File: src/rtl/stopwatch_pkg.sv
`default_nettype none
// ============================================================================
// Module      : stopwatch_pkg
// Description : Shared constants and BCD helpers for the stopwatch counter.
//               CS_MAX/SEC_MAX/MIN_MAX are the terminal values of each digit
//               pair. bcd_valid_60 checks a 00-59 BCD value. bcd_inc returns
//               {carry, next} for one increment with wrap at max.
// Revision    : 1.0 - initial release
// ============================================================================
package stopwatch_pkg;

  localparam logic [7:0] CS_MAX  = 8'h99;
  localparam logic [7:0] SEC_MAX = 8'h59;
  localparam logic [7:0] MIN_MAX = 8'h59;

  // True when both digits form a legal 00-59 BCD value.
  function automatic logic bcd_valid_60(input logic [7:0] v);
    return (v[3:0] <= 4'd9) && (v[7:4] <= 4'd5);
  endfunction

  // One BCD increment of a digit pair. At max the pair wraps to 00 and the
  // returned carry bit (bit 8) is set.
  function automatic logic [8:0] bcd_inc(input logic [7:0] v, input logic [7:0] max);
    logic [8:0] r;
    if (v == max)
      r = 9'h100;
    else if (v[3:0] == 4'd9)
      r = {1'b0, v[7:4] + 4'd1, 4'd0};
    else
      r = {1'b0, v[7:4], v[3:0] + 4'd1};
    return r;
  endfunction

endpackage
`default_nettype wire

File: src/rtl/stopwatch_counter_bcd_digit_pair.sv
`default_nettype none
// ============================================================================
// Module      : bcd_digit_pair
// Description : Two-digit packed BCD counter wrapping at MAX.
//   clk      in  1  system clock
//   rst_n    in  1  asynchronous active-low reset
//   clr      in  1  synchronous clear to 00 (highest priority)
//   load     in  1  synchronous load of load_val
//   load_val in  8  value taken on load
//   inc      in  1  increment request
//   value    out 8  current BCD value
//   carry    out 1  inc while at MAX (value wraps to 00 on this edge)
// Revision    : 1.0 - initial release
// ============================================================================
module bcd_digit_pair
  import stopwatch_pkg::*;
#(
  parameter logic [7:0] MAX = 8'h99
) (
  input  logic       clk,
  input  logic       rst_n,
  input  logic       clr,
  input  logic       load,
  input  logic [7:0] load_val,
  input  logic       inc,
  output logic [7:0] value,
  output logic       carry
);

  logic [8:0] w_next;

  assign w_next = bcd_inc(value, MAX);
  assign carry  = inc & w_next[8];

  always_ff @(posedge clk or negedge rst_n) begin
    if (!rst_n)
      value <= 8'h00;
    else if (clr)
      value <= 8'h00;
    else if (load)
      value <= load_val;
    else if (inc)
      value <= w_next[7:0];
  end

endmodule
`default_nettype wire

File: src/rtl/stopwatch_counter.sv
`default_nettype none
// ============================================================================
// Module      : stopwatch_counter
// Description : Stopwatch time base. Divides clk to a 100 Hz tick and keeps
//               mm:ss.cc in packed BCD, with clear and edge-qualified preset.
//   clk        in  1  system clock
//   rst_n      in  1  asynchronous active-low reset
//   en         in  1  run (1) / hold (0)
//   clr        in  1  synchronous clear, overrides everything else
//   load       in  1  preset request level; its rising edge acts
//   preset_min in  8  BCD minutes preset
//   preset_sec in  8  BCD seconds preset
//   cs_bcd     out 8  centiseconds 00-99
//   sec_bcd    out 8  seconds 00-59
//   min_bcd    out 8  minutes 00-59
//   tick       out 1  pulse on each counted 1/100 s period
//   rollover   out 1  pulse on the tick that wraps 59:59.99 to 00:00.00
//   load_err   out 1  pulse when a load edge carries an invalid preset
// Revision    : 1.0 - initial release
// ============================================================================
module stopwatch_counter
  import stopwatch_pkg::*;
#(
  parameter int CLK_HZ = 50_000_000
) (
  input  logic       clk,
  input  logic       rst_n,
  input  logic       en,
  input  logic       clr,
  input  logic       load,
  input  logic [7:0] preset_min,
  input  logic [7:0] preset_sec,
  output logic [7:0] cs_bcd,
  output logic [7:0] sec_bcd,
  output logic [7:0] min_bcd,
  output logic       tick,
  output logic       rollover,
  output logic       load_err
);

  // Derived from CLK_HZ only, so it cannot be overridden out of step.
  localparam int              TICK_DIV   = CLK_HZ / 100;
  localparam int              PW         = $clog2(TICK_DIV);
  localparam logic [PW-1:0]   PRESC_LAST = PW'(TICK_DIV - 1);

  logic [PW-1:0] r_presc;
  logic          r_load_q;
  logic          w_load_edge;
  logic          w_preset_ok;
  logic          w_do_load;
  logic          w_inc;
  logic          w_cs_carry;
  logic          w_sec_carry;

  assign w_load_edge = load & ~r_load_q;
  assign w_preset_ok = bcd_valid_60(preset_min) & bcd_valid_60(preset_sec);
  assign w_do_load   = w_load_edge & ~clr & w_preset_ok;
  // An invalid preset only raises load_err; counting carries on untouched.
  assign load_err    = w_load_edge & ~clr & ~w_preset_ok;

  // Tick is still reported on a loading cycle, but the load takes the edge,
  // so the increment is dropped.
  assign tick  = en & ~clr & (r_presc == PRESC_LAST);
  assign w_inc = tick & ~w_do_load;

  // Edge register samples every cycle, so an edge under clr is consumed.
  always_ff @(posedge clk or negedge rst_n) begin
    if (!rst_n)
      r_load_q <= 1'b0;
    else
      r_load_q <= load;
  end

  // Holding en low freezes the partial period rather than restarting it.
  always_ff @(posedge clk or negedge rst_n) begin
    if (!rst_n)
      r_presc <= '0;
    else if (clr || w_do_load)
      r_presc <= '0;
    else if (en)
      r_presc <= (r_presc == PRESC_LAST) ? '0 : r_presc + PW'(1);
  end

  bcd_digit_pair #(.MAX(CS_MAX)) u_cs (
    .clk      (clk),
    .rst_n    (rst_n),
    .clr      (clr),
    .load     (w_do_load),
    .load_val (8'h00),
    .inc      (w_inc),
    .value    (cs_bcd),
    .carry    (w_cs_carry)
  );

  bcd_digit_pair #(.MAX(SEC_MAX)) u_sec (
    .clk      (clk),
    .rst_n    (rst_n),
    .clr      (clr),
    .load     (w_do_load),
    .load_val (preset_sec),
    .inc      (w_cs_carry),
    .value    (sec_bcd),
    .carry    (w_sec_carry)
  );

  // Carry out of minutes is exactly the 59:59.99 -> 00:00.00 wrap.
  bcd_digit_pair #(.MAX(MIN_MAX)) u_min (
    .clk      (clk),
    .rst_n    (rst_n),
    .clr      (clr),
    .load     (w_do_load),
    .load_val (preset_min),
    .inc      (w_sec_carry),
    .value    (min_bcd),
    .carry    (rollover)
  );

endmodule
`default_nettype wire

File: config.mk
export PLATFORM = sky130hd
export DESIGN_NAME = stopwatch_counter
export DESIGN_NICKNAME = d
export VERILOG_FILES = /design/src/rtl/stopwatch_pkg.sv /design/src/rtl/stopwatch_counter_bcd_digit_pair.sv /design/src/rtl/stopwatch_counter.sv
export SDC_FILE = /design/constraint.sdc
export NUM_CORES = 1
export LEC_CHECK = 0
export CORE_ASPECT_RATIO = 0.6
export CORE_MARGIN = 8
export CORE_UTILIZATION = 48
export DETAILED_ROUTE_END_ITERATION = 6
export GPL_TIMING_DRIVEN = 0
export PLACE_DENSITY = 0.76
export RECOVER_POWER = 25
export SYNTH_ARGS = -nofsm -noshare
export SYNTH_HDL_FRONTEND = slang
export SYNTH_SLANG_ARGS = --single-unit
File: constraint.sdc
create_clock -name clk -period 2.6 [get_ports clk]
set_input_delay 0.52 -clock clk [delete_from_list [all_inputs] [get_ports clk]]
set_output_delay 0.52 -clock clk [all_outputs]
set_load 0.01 [all_outputs]
==> out/qor.yml <==
ys_types: 56
fin_skew_ps: 9.61
drv_cap: 0
synth-seq-cells: 44
drt-total-wl_um: 8340
die-area_um2: 8740
h-tree-depth: 2
grt_use_total_pct: 19.1
hold_slack_ps: 112
worst_slew_pin_slew_ps: 921
p_comb_share_pct: 11.6
cts_sinks: 44
overflow: 0
fin_crit_sh_pct: 106
r2r-end: "u_min.value[4]$_DFFE_PN0P_"
hpwlAfterDp_um: 5930
critPathMaxStageDelay_ps: 470
antennaDiodeCount: 0
num_io_pins: 48
ant_nets: 0
synth_most_common_cell: "dfrtp_1"
critical_path.max_fanout: 3
syn_to_final_growth_pct: 31.2
maxSlewHeadroom_pct: 38.2
drive_gt1_share_pct: 15.9
peakVddDrop_v: 0.000245
synthTopCellsByCount: "dfrtp_1, nand2_1, a21oi_1"
startpoint_type: "flip-flop"
die_h_um: 75.7
cp.arrival_ps: 2230
synthesis.nets: 351
failed_checks: "setup timing"
cts_tree: "yes"
power.leakage_nw: 1.50
fmax_mhz: 363
holdBufCountCts: 0
outcome: "finished with violations"
row_count: 21
path_buf_inv: 1
coreArea_um2: 5650
cp_common_cell: "or4_4"
avgRoutedWirePerCell_um: 18.0
holdCritPathClass: "in -> async"
drc: 0
clk_pin_slew_worst_paths_ps: 80
power_density_nw_per_um2: 335
routed_via_density: 5.95
grt_pass1_vias: 2504
worst-r2r-cell-count: 7
synthFlopType: "dfrtp_1"
crit_chain: "ha_4 > nand4_4 > or4_4 > or4_4 > nor4_4 > buf_2"
crit_slowest_cell: "or4_4"
yosys.area.top_type_share_pct: 38.6
cp.required_ps: 2080
seqPwrFrac_pct: 55.7
seq_area_frac_synth_pct: 38.6
switching_share_pct: 25.1
cts_inserted_buffers: 5
drt_iter0_drc: 250
slew_viol_final: 0
vias: 2760
tns_ps: -772
grt_max_degree: 38
cts_buffer_depth: 2
grt_first_pass_wirelength_um: 13000
r2r-start: "r_presc[0]$_DFFE_PN0P_"
min_period_ps: 2750
cp-end-kind: "output pin"
seq_area_um2: 1110
clkPwrFrac_pct: 32.6
setup_viol: 12
synth_warnings: 0
synth_area_um2: 2850
antenna_found_initial: 0
synthCells: 317
synth-async-reset-ratio_pct: 100
dr.pass1.iters: 5
yosys.area.top_type: "dfrtp_1"
hold_viol: 0
avgSynthCellArea_um2: 8.99
start_util_pct: 50.5
root_buffer: "clkbuf_8"
layout_setup_ws_ps: -154
place_congestion: 0.848
io_buffers: 47
clk_latency_ps: 290
setup.worst_path.class: "reg -> out"
rsz0062_at_grt: "yes"
reg2reg_slack_ps: 50
ys_top_cells_by_area: "dfrtp_1, mux2i_1, ha_1"
fp.dieW_um: 115
synth_edf_count: 0
nNetsFinal: 418
power.internal_w: 0.000940
p_switching_w: 0.000314
cp_top_family: "simple AND/OR/NAND/NOR gates"
fill_cells: 477
multiInputGateArea_um2: 1770
==> routing by layer <==
metal | GRT usage (%) | wire length [µm] | vias up
li1 | - | - | 1313
met5 | 0 | 0 | -
met4 | 4.34 | 59 | 0
met3 | 4.67 | 671 | 7
met1 | 27.7 | 4040 | 1344
met2 | 27.9 | 3560 | 96
==> power groups by stage <==
stage / sequential, W / combinational (W) / clock [W]
after floorplan: 0.000712 / 0.0000545 / 0
after global placement: 0.000712 / 0.000128 / 0
after detailed placement: 0.000713 / 0.000132 / 0
after CTS: 0.000698 / 0.000142 / 0.000420
after global routing: 0.000700 / 0.000159 / 0.000451
final: 0.000699 / 0.000146 / 0.000409
==> cells in the final DEF, fill, tap and decap left out, types with 3 or more instances in the layout <==
cell	n
dfrtp_1	40
o21ai_0	14
nand2b_1	4
nor4_1	3
and4_1	3
nor4_4	3
nand4_1	8
nor2b_1	4
nor3_1	6
a31oi_1	3
a21oi_1	23
or3_1	11
inv_1	15
ha_1	10
clkbuf_1	8
nand2_1	30
nor2_1	22
clkdlybuf4s50_1	43
o211ai_1	3
o31ai_1	3
dfrtp_2	4
mux2_2	4
buf_4	15
mux2i_1	17
or4_1	5
nand3_1	11
and3b_2	3
clkbuf_8	5
clkbuf_2	4
==> timing repair <==
action / CTS / global route
gates resized for setup: 28 / 11
pin swaps: 5 / 1
endpoints found under the hold margin: 0 / 0
buffers inserted: 11 / 4
setup endpoints to repair: 17 / 25
==> through the flow <==
stage                     setup WS (ps)  std cells  utilization [%]  power, W  instance area (µm²)
final                              -154        464             66.2   0.00125                 3740
after global routing               -211        464             66.2   0.00131                 3740
after CTS                          -260        460             65.2   0.00126                 3690
after detailed placement           -915        445             61.2  0.000845                 3460
after global placement             -914        444             60.9  0.000841                 3440
after floorplan                    69.1        317                -  0.000767                 2870
==> worst register-to-register path, cell delays in order (launching register included) <==
cell,delay (ps)
dfrtp_1,410
ha_4,170
nand4_4,130
or4_4,450
buf_4,170
nor3_2,560
a31oi_1,260
mux2_2,310
==> cell families after synthesis <==
logic type	Yosys count	share of synthesized area (%)
compound gates	68	15.2
xor+xnor	3	0.922
fa+ha+maj	13	5.71
buf+inv	29	4.39
flops	44	38.6
mux	21	7.55
simple gates	139	27.6
==> worst max path at each step <==
stage,from,end,slack (ps),cells past startpoint
global route,r_presc[0]$_DFFE_PN0P_,rollover,-210,6
CTS,r_presc[0]$_DFFE_PN0P_,rollover,-260,6
finish,r_presc[0]$_DFFE_PN0P_,rollover,-150,6
global placement,preset_min[6],rollover,-910,8
floorplan,r_presc[0]$_DFFE_PN0P_,rollover,70,5
detailed placement,preset_min[6],rollover,-910,8
==> state kept, by name, summed over array words and instances, names as in the netlist <==
name         count
r_presc         19
u_cs.value       8
u_min.value      8
u_sec.value      8
r_load_q         1
==> area by class of cell <==
class | instances | area share [%]
plain buffers | 11 | 1.61
clock buffers | 6 | 1.94
clock inverters | 1 | 0.134
inverters | 15 | 1.51
multi-input cells | 244 | 47.2
flip-flops and latches | 44 | 29.6
well taps | 80 | 2.68
repair buffers | 63 | 15.4
Power figures use the tool's default switching activity.
